**src/rtl/result_fifo_drain.sv**
```systemverilog
// Result buffer behind the controller's fifo_command interface: stores pushed result
// words and streams them to the external reader under MEM_READ on a drain command.
module result_fifo_drain #(
   parameter int DATA_WIDTH = 16,
   parameter int DEPTH      = 256,
   parameter int ADDR_WIDTH = 8
) (
   input  logic                  clk,
   input  logic                  reset,
   input  logic [1:0]            fifo_command,
   input  logic [DATA_WIDTH-1:0] wr_data,
   input  logic                  MEM_READ,
   output logic [DATA_WIDTH-1:0] out_data,
   output logic                  out_valid,
   output logic                  drain_done,
   output logic                  busy,
   output logic [ADDR_WIDTH:0]   count,
   output logic                  full,
   output logic                  empty,
   output logic                  overflow,
   output logic [1:0]            state_dbg
);

   // Output handshake: a word moves on a rising edge where out_valid && MEM_READ;
   // out_data/out_valid never change while out_valid is high and MEM_READ is low.
   typedef enum logic [1:0] {IDLE = 2'd0, DRAIN = 2'd1, FINISH = 2'd2} state_t;

   localparam logic [1:0]          CMD_WRITE = 2'b10;
   localparam logic [1:0]          CMD_READ  = 2'b01;
   localparam logic [1:0]          CMD_CLEAR = 2'b11;
   localparam logic [ADDR_WIDTH:0] DEPTH_CNT = (ADDR_WIDTH+1)'(DEPTH);

   state_t                  state;
   logic [ADDR_WIDTH-1:0]   wr_ptr;
   logic [ADDR_WIDTH-1:0]   rd_ptr;
   logic [1:0]              prev_cmd;
   logic [DATA_WIDTH-1:0]   mem [0:DEPTH-1];

   logic push_req;
   logic drain_start;
   logic accept;
   logic do_write;

   assign push_req    = (fifo_command == CMD_WRITE);
   assign drain_start = (fifo_command == CMD_READ) && (prev_cmd != CMD_READ);
   assign accept      = out_valid && MEM_READ;
   assign do_write    = (state == IDLE) && push_req && !full;

   assign full      = (count == DEPTH_CNT);
   assign empty     = (count == '0);
   assign state_dbg = state;

   // Storage is deliberately left out of reset so it can map onto a RAM.
   always_ff @(posedge clk) begin
      if (do_write) begin
         mem[wr_ptr] <= wr_data;
      end
   end

   always_ff @(posedge clk or negedge reset) begin
      if (!reset) begin
         state      <= IDLE;
         wr_ptr     <= '0;
         rd_ptr     <= '0;
         count      <= '0;
         out_data   <= '0;
         out_valid  <= 1'b0;
         drain_done <= 1'b0;
         busy       <= 1'b0;
         overflow   <= 1'b0;
         prev_cmd   <= 2'b00;
      end else begin
         prev_cmd   <= fifo_command;
         drain_done <= 1'b0;
         if (fifo_command == CMD_CLEAR) begin
            state     <= IDLE;
            wr_ptr    <= '0;
            rd_ptr    <= '0;
            count     <= '0;
            out_valid <= 1'b0;
            busy      <= 1'b0;
            overflow  <= 1'b0;
         end else begin
            case (state)
               IDLE: begin
                  if (push_req) begin
                     if (!full) begin
                        wr_ptr <= wr_ptr + ADDR_WIDTH'(1);
                        count  <= count + (ADDR_WIDTH+1)'(1);
                     end else begin
                        overflow <= 1'b1;
                     end
                  end else if (drain_start) begin
                     busy <= 1'b1;
                     if (!empty) begin
                        out_data  <= mem[rd_ptr];
                        rd_ptr    <= rd_ptr + ADDR_WIDTH'(1);
                        count     <= count - (ADDR_WIDTH+1)'(1);
                        out_valid <= 1'b1;
                        state     <= DRAIN;
                     end else begin
                        state <= FINISH;
                     end
                  end
               end
               DRAIN: begin
                  if (push_req) begin
                     overflow <= 1'b1;
                  end
                  // Refill straight from storage on acceptance to sustain 1 word/cycle.
                  if (accept) begin
                     if (!empty) begin
                        out_data <= mem[rd_ptr];
                        rd_ptr   <= rd_ptr + ADDR_WIDTH'(1);
                        count    <= count - (ADDR_WIDTH+1)'(1);
                     end else begin
                        out_valid <= 1'b0;
                        state     <= FINISH;
                     end
                  end
               end
               FINISH: begin
                  if (push_req) begin
                     overflow <= 1'b1;
                  end
                  drain_done <= 1'b1;
                  busy       <= 1'b0;
                  state      <= IDLE;
               end
               default: begin
                  state <= IDLE;
                  busy  <= 1'b0;
               end
            endcase
         end
      end
   end

endmodule

```
**config.mk**
```make
export PLATFORM = sky130hd
export DESIGN_NAME = result_fifo_drain
export DESIGN_NICKNAME = d
export VERILOG_FILES = /design/src/rtl/result_fifo_drain.sv
export SDC_FILE = /design/constraint.sdc
export NUM_CORES = 2
export LEC_CHECK = 0
export CAP_MARGIN = 5
export CORE_MARGIN = 8
export CORE_UTILIZATION = 31
export DETAILED_ROUTE_END_ITERATION = 8
export HOLD_SLACK_MARGIN = 0.12
export SLEW_MARGIN = 20
export SYNTH_ARGS = -nofsm -noshare
export SYNTH_HDL_FRONTEND = slang
export SYNTH_SLANG_ARGS = --single-unit
export TNS_END_PERCENT = 30
```
**constraint.sdc**
```tcl
create_clock -name clk -period 3.5 [get_ports clk]
set_input_delay 0.35 -clock clk [delete_from_list [all_inputs] [get_ports clk]]
set_output_delay 0.35 -clock clk [all_outputs]
set_load 0.005 [all_outputs]
```
### Yosys cells after proc, flatten, opt, wreduce, memory -nomap -nowiden

Memory sizes are Yosys's and may differ from the RTL's.
Index checks and enable logic that the tools add are counted.

* register bits: 49
* bits in latches: 0
* memory bits (writable): 4096
* ROM bits: 0
* output and inout port bits: 33
* memories: 1

* $add $sub $neg: 4
* multiply operators: 0
* div/mod/pow operators: 0
* order comparisons: 0
* eq/ne operators: 22
* shift-type cells: 0
* multiplexer cells: 49
* bitwise operators: 1
* reduce and logical (&&, ||, !) cells: 21

Memory list
* mem: words 256, width 16, read ports 1, clocked after memory_dff 0, write ports 1, line 37 `logic [DATA_WIDTH-1:0] mem [0:DEPTH-1];`

Operator list (count)
* 2-to-1 mux 8 bit: 9
* 2-to-1 mux 16 bit: 4
* 2-to-1 mux 9 bit: 6
* one-hot mux 16 bit (2 select lines): 1
* one-hot mux 9 bit (2 select lines): 1
* 2-to-1 mux 1 bit: 17
* adder 8 x 1 -> 8 bit, second input constant: 2
* one-hot mux 8 bit (2 select lines): 1
* AND reduction 4 bit: 4
* != test 3 x 2 -> 1 bit, second input constant: 5
* 2-to-1 mux 2 bit: 6
* adder 9 x 1 -> 9 bit, second input constant: 1
* equality test 9 bit, second input constant: 1
* zero test 9 bit: 1
* subtractor 9 x 1 -> 9 bit, second input constant: 1
* != test 2 bit, second input constant: 4
* != test 4 x 3 -> 1 bit, second input constant: 2
* equality test 2 bit, second input constant: 3
* != test 3 bit, second input constant: 2
* one-hot mux 1 bit (2 select lines): 3
* AND reduction 3 bit: 2
* AND reduction 6 bit: 1
* nonzero test 2 bit: 3
* nonzero test 3 bit: 2
* other kinds (10): 15

### Longest topological paths before layout

* word-level depth: 6
* mapped depth: 12
* gate-level depth less buffers: 9

### Worst setup path before layout

No wires, ideal clock.

* kind: reg-to-reg
* start: register count[0]
* end: memory mem[160][0] (enable)
* library setup time: 388 ps
* arrival time: 2715 ps
* required time: 3112 ps
* path slack: 397 ps
* cell stages (with the launch flop): 11
* path through: dfrtp_1 > inv_1 > ha_1 > nor4b_4 > a31oi_1 > and2_1 > nand2_1 > nor2_1 > nand2_1 > clkbuf_1 > nor2_1

* word-level cells in the longest chain between the ends: 5

RTL lines
* from (decl): line 17 `output logic [ADDR_WIDTH:0] count,`
* from (signal assigned): line 89 `count <= count + (ADDR_WIDTH+1)'(1);`
* from (signal assigned): line 98 `count <= count - (ADDR_WIDTH+1)'(1);`
* from (signal assigned): line 115 `count <= count - (ADDR_WIDTH+1)'(1);`
* equality test 9 bit: line 49 `assign full = (count == DEPTH_CNT);`
* zero test 1 bit
* logical AND 1 bit: line 47 `assign do_write = (state == IDLE) && push_req && !full;`
* 2-to-1 mux 1 bit: line 55 `if (do_write) begin`
* 2-to-1 mux 1 bit (not written as such): line 56 `mem[wr_ptr] <= wr_data;`
* to (decl): line 37

Every way passes these cells.

### Final worst setup path

* start: register rd_ptr[0]
* end: register out_data[5]

* word-level cells in the longest chain between the ends: 5
* elaborated cells between the ends (all ways): 6

RTL lines
* from (decl): line 35 `logic [ADDR_WIDTH-1:0] rd_ptr;`
* from (signal assigned): line 97 `rd_ptr <= rd_ptr + ADDR_WIDTH'(1);`
* from (signal assigned): line 114 `rd_ptr <= rd_ptr + ADDR_WIDTH'(1);`
* memory read (256 x 16 bit) *
* 2-to-1 mux 16 bit *: line 95, 112
* 2-to-1 mux 16 bit: line 93 `end else if (drain_start) begin`
* 2-to-1 mux 16 bit: line 86 `if (push_req) begin`
* one-hot mux 16 bit (2 select lines) *: line 84 `case (state)`
* to (signal assigned): line 96 `out_data <= mem[rd_ptr];`
* to (signal assigned): line 113 `out_data <= mem[rd_ptr];`
* to (decl): line 13 `output logic [DATA_WIDTH-1:0] out_data,`

Every way passes the cells marked *; elsewhere a longest branch is shown, timed or not. The select of a mux whose other input is x is not followed.
A chain may end at the register's enable or synchronous reset.

==> flow_summary.rst <==
.. list-table::
   :header-rows: 1

   * - Metric
     - Value
   * - Leakage power of the design
     - about 59 nW
   * - Number of primary I/O pins
     - 54
   * - Floorplan row count
     - between 200 and 300
   * - Pre-CTS setup slack
     - -754 ps
   * - TritonCTS buffer count
     - around 420
   * - DPL Wire Length
     - just under 300000 um
   * - Launch point of the worst hold path
     - MEM_READ
   * - Final setup viols
     - 1
   * - Width of the die
     - around 740 um
   * - Critical Path Start Type
     - register
   * - Distinct cell type count of the synthesized netlist
     - 79
   * - Reg2Reg Setup Slack
     - -90 ps
   * - Clock net sink count
     - between 4000 and 5000
   * - Crit path max fanout
     - 15
   * - Most frequent standard cell in the layout excluding fill and tap cells
     - sky130_fd_sc_hd__edfxtp_1
   * - Aggregate global routing overflow
     - 0
   * - Number of H-tree levels
     - 5
   * - Slew Limit Headroom
     - 0.118
   * - Hold/Removal Path Class
     - in -> reg
   * - Area grow syn2layout
     - 18.5%
   * - Sequential cell area fraction in the yosys report
     - 0.775
   * - Core box area
     - slightly above 500000 um^2
   * - Endpoint of the worst register-to-register path
     - out_data[5]
   * - Beginning of the worst register-to-register path
     - rd_ptr[0]
   * - Via count of the first global-routing pass
     - 83500
   * - Pwr Density
     - 637 nW/um^2
   * - Kind of critical path
     - reg -> reg
   * - Final net count
     - 8592
   * - Fraction of final layout cells with drive strength greater than 1
     - 0.270
   * - Drt initial violations
     - 10900
   * - Number of detailed-route iterations in the first pass
     - 8
   * - Remaining DRCs
     - 0
   * - Post-DR vias/cell
     - 5.30
   * - Worst-Skew Late Latency
     - slightly below 1000 ps
   * - Run status
     - finished with violations
   * - Non-filler instance count after layout
     - approximately 16000
   * - Placed cell count
     - ~15000
   * - ANT nets after route
     - 0
   * - Most frequent cells in the layout
     - 4096 x sky130_fd_sc_hd__edfxtp_1, 785 x sky130_fd_sc_hd__mux4_2, 676 x sky130_fd_sc_hd__buf_4, 514 x sky130_fd_sc_hd__mux2i_1, 426 x sky130_fd_sc_hd__clkbuf_16
   * - Number of enable flip-flop cells after synthesis
     - ~4000
   * - Most frequently used flop master after synthesis
     - sky130_fd_sc_hd__edfxtp_1
   * - Initial Utilization
     - 0.311
   * - RSZ-0062 raised after global routing
     - true
   * - Proportion of synthesized flip-flops having asynchronous set or reset
     - 0.0118
   * - Count of mapped cells out of synthesis
     - ~7600
   * - FF+latch count, synth
     - slightly above 4000
   * - Maximum number of pins on one net before global-route repair
     - between 100 and 150
   * - First-pass GRT wire length
     - 645000 um
   * - Worst Skew
     - approximately 73 ps
   * - Syn Area/Cell
     - around 21 um^2
   * - Post-synth net total
     - ~7600
   * - Netlist area before placement
     - 160000 um^2
   * - Final-layout fill cell count
     - roughly 47000
   * - Number of antenna violations at the first check in global routing
     - 29
   * - Count of warnings emitted by yosys
     - 0
   * - IO buf count
     - 53
   * - Depth of the worst register-to-register path
     - 10
   * - Max-Cap Viols
     - 0
   * - Terminating pin of the worst hold path
     - state_dbg[0]
   * - Crit end category
     - register
   * - Slew at the pin closest to its max-slew limit
     - 1320 ps
   * - Final count of pins violating max slew
     - 0
   * - Clock buffer depth
     - 4
   * - Weighted congestion reported at the end of routability-driven placement
     - 0.866
   * - Maximum achievable frequency
     - between 0.2 and 0.3 GHz
   * - CTS Root Buffer Type
     - sky130_fd_sc_hd__clkbuf_16
   * - Post-Route WL
     - about 460000 um
   * - Crit path arrival time
     - 4440 ps
   * - Overall track demand over capacity in global routing
     - 0.164
   * - Die span in y
     - between 700 and 800 um
   * - Number of cells on the worst hold path
     - 7
   * - Final number of hold-violating endpoints
     - 0
   * - Clock-pin slew reported for the worst setup and hold paths after clock tree synthesis
     - 60 ps
   * - Clock tree from TritonCTS
     - done
   * - Min cycle time layout
     - approximately 3600 ps
   * - Setup slack of the critical path after layout
     - -88.8 ps
   * - Wire length per cell
     - slightly below 30 um
   * - Worst path required time
     - between 4000 and 5000 ps
   * - Failing checks
     - setup timing
   * - Via count
     - ~84000
   * - Die outline area
     - approximately 540000 um^2
   * - Portion of the clock cycle consumed by the worst path in the final layout
     - 1.03
   * - Highest ir drop seen on vdd
     - 0.458 mV
==> registers in the layout, indices dropped and copies added, names as in the netlist <==
name        count
busy            1
mem          4096
rd_ptr          8
state_dbg       2
overflow        1
count           9
wr_ptr          8
out_valid       1
drain_done      1
prev_cmd        2
out_data       16
==> worst max-delay path, stage by stage (launching register included) <==
cell	delay, ps
sky130_fd_sc_hd__dfrtp_4	510
sky130_fd_sc_hd__buf_4	240
sky130_fd_sc_hd__buf_16	200
sky130_fd_sc_hd__buf_6	270
sky130_fd_sc_hd__mux4_2	540
sky130_fd_sc_hd__nand2_1	90
sky130_fd_sc_hd__nand2_1	120
sky130_fd_sc_hd__a2111oi_0	940
sky130_fd_sc_hd__nor3_1	140
sky130_fd_sc_hd__nand4_1	260
sky130_fd_sc_hd__o21ai_1	90
==> cell type report <==
| type | count | area, um^2 | share of cell area |
|---|---|---|---|
| clock inverter | 248 | 2340 | 0.0123 |
| antenna | 10 | 25.0 | 0.000132 |
| tap | 6916 | 8650 | 0.0455 |
| inverter | 12 | 52.6 | 0.000276 |
| multi-input combinational | 3003 | 33300 | 0.175 |
| sequential | 4145 | 124000 | 0.654 |
| timing repair buffer | 983 | 10500 | 0.0553 |
| clock buffer | 512 | 10900 | 0.0575 |
==> cell families after synthesis <==
kind of cell,Yosys count,synth area share
flops,4145,0.775
mux,1307,0.143
compound gates,881,0.0383
buf+inv,465,0.0207
xor+xnor,14,0.000765
fa+ha+maj,11,0.000858
simple gates,790,0.0218
==> worst max path at each step <==
stage | startpoint | slack (ps) | to
6_report | rd_ptr[0] | -90 | out_data[5]
5_1_grt | rd_ptr[1] | -20 | out_data[14]
4_1_cts | rd_ptr[0] | -40 | out_data[10]
3_5_place_dp | rd_ptr[1] | -750 | out_data[13]
3_3_place_gp | rd_ptr[0] | -820 | out_data[3]
2_1_floorplan | count[0] | 400 | mem[160][0]
==> repair_timing <==
item                                    4_1_cts  5_1_grt
endpoints found under the setup margin       13      744
pin swaps                                     5        9
hold endpoints to repair                   1308        0
setup buffers                                 0       13
gates resized for setup                      42       44
cloned                                        0        4
hold buffers                                 21        0
==> power breakdown <==
part / leakage [nW] / internal, mW / switching (mW)
Sequential: 37.4 / 54.8 / 0.598
Clock: 6.45 / 24.7 / 18.9
Combinational: 15.0 / 9.76 / 12.3
==> Yosys cell counts (14+ instances only) <==
cell,count,area share
sky130_fd_sc_hd__nor3_1,33,0.0010
sky130_fd_sc_hd__mux2i_1,514,0.032
sky130_fd_sc_hd__o22ai_1,207,0.0081
sky130_fd_sc_hd__o21ai_1,17,0.00053
sky130_fd_sc_hd__nor2b_1,15,0.00059
sky130_fd_sc_hd__dfrtp_1,49,0.0076
sky130_fd_sc_hd__o221ai_1,143,0.0078
sky130_fd_sc_hd__nor4_1,18,0.00070
sky130_fd_sc_hd__o21ai_0,91,0.0028
sky130_fd_sc_hd__nand3_1,87,0.0027
sky130_fd_sc_hd__mux4_2,785,0.11
sky130_fd_sc_hd__clkbuf_1,135,0.0032
sky130_fd_sc_hd__buf_8,30,0.0028
sky130_fd_sc_hd__a31oi_1,15,0.00059
sky130_fd_sc_hd__a22o_1,14,0.00076
sky130_fd_sc_hd__nand4_1,28,0.0011
sky130_fd_sc_hd__buf_6,86,0.0060
sky130_fd_sc_hd__a2111oi_0,27,0.0015
sky130_fd_sc_hd__buf_1,18,0.00042
sky130_fd_sc_hd__a22oi_1,118,0.0055
sky130_fd_sc_hd__a221oi_1,24,0.0013
sky130_fd_sc_hd__nor2_1,329,0.0077
sky130_fd_sc_hd__buf_2,108,0.0034
sky130_fd_sc_hd__edfxtp_1,4096,0.77
sky130_fd_sc_hd__nand2_1,218,0.0051
sky130_fd_sc_hd__a21oi_1,107,0.0033
sky130_fd_sc_hd__a211oi_1,62,0.0029
sky130_fd_sc_hd__buf_4,54,0.0025
==> metrics by stage <==
step                setup TNS (ps)  utilization  area [um^2]  power, mW  hold slack (ps)
floorplan                        0            -       160000       70.6             54.4
global placement             -5400        0.341       176000       77.8              488
detailed placement           -4200        0.341       176000       78.0              495
CTS                           -139        0.367       190000        121              252
global route                 -16.9        0.368       190000        125              391
finish                       -88.8        0.368       190000        121              343
==> layer usage <==
| metal | vias to the layer above | global-route usage | part of all wire |
|---|---|---|---|
| met1 | 45000 | 0.227 | 0.40 |
| met5 | - | 0 | 0.00012 |
| met4 | 8 | 0.0590 | 0.038 |
| li1 | 34000 | - | - |
| met3 | 722 | 0.0304 | 0.097 |
| met2 | 4235 | 0.260 | 0.46 |
Note: power is estimated with default switching activity, not from simulation.
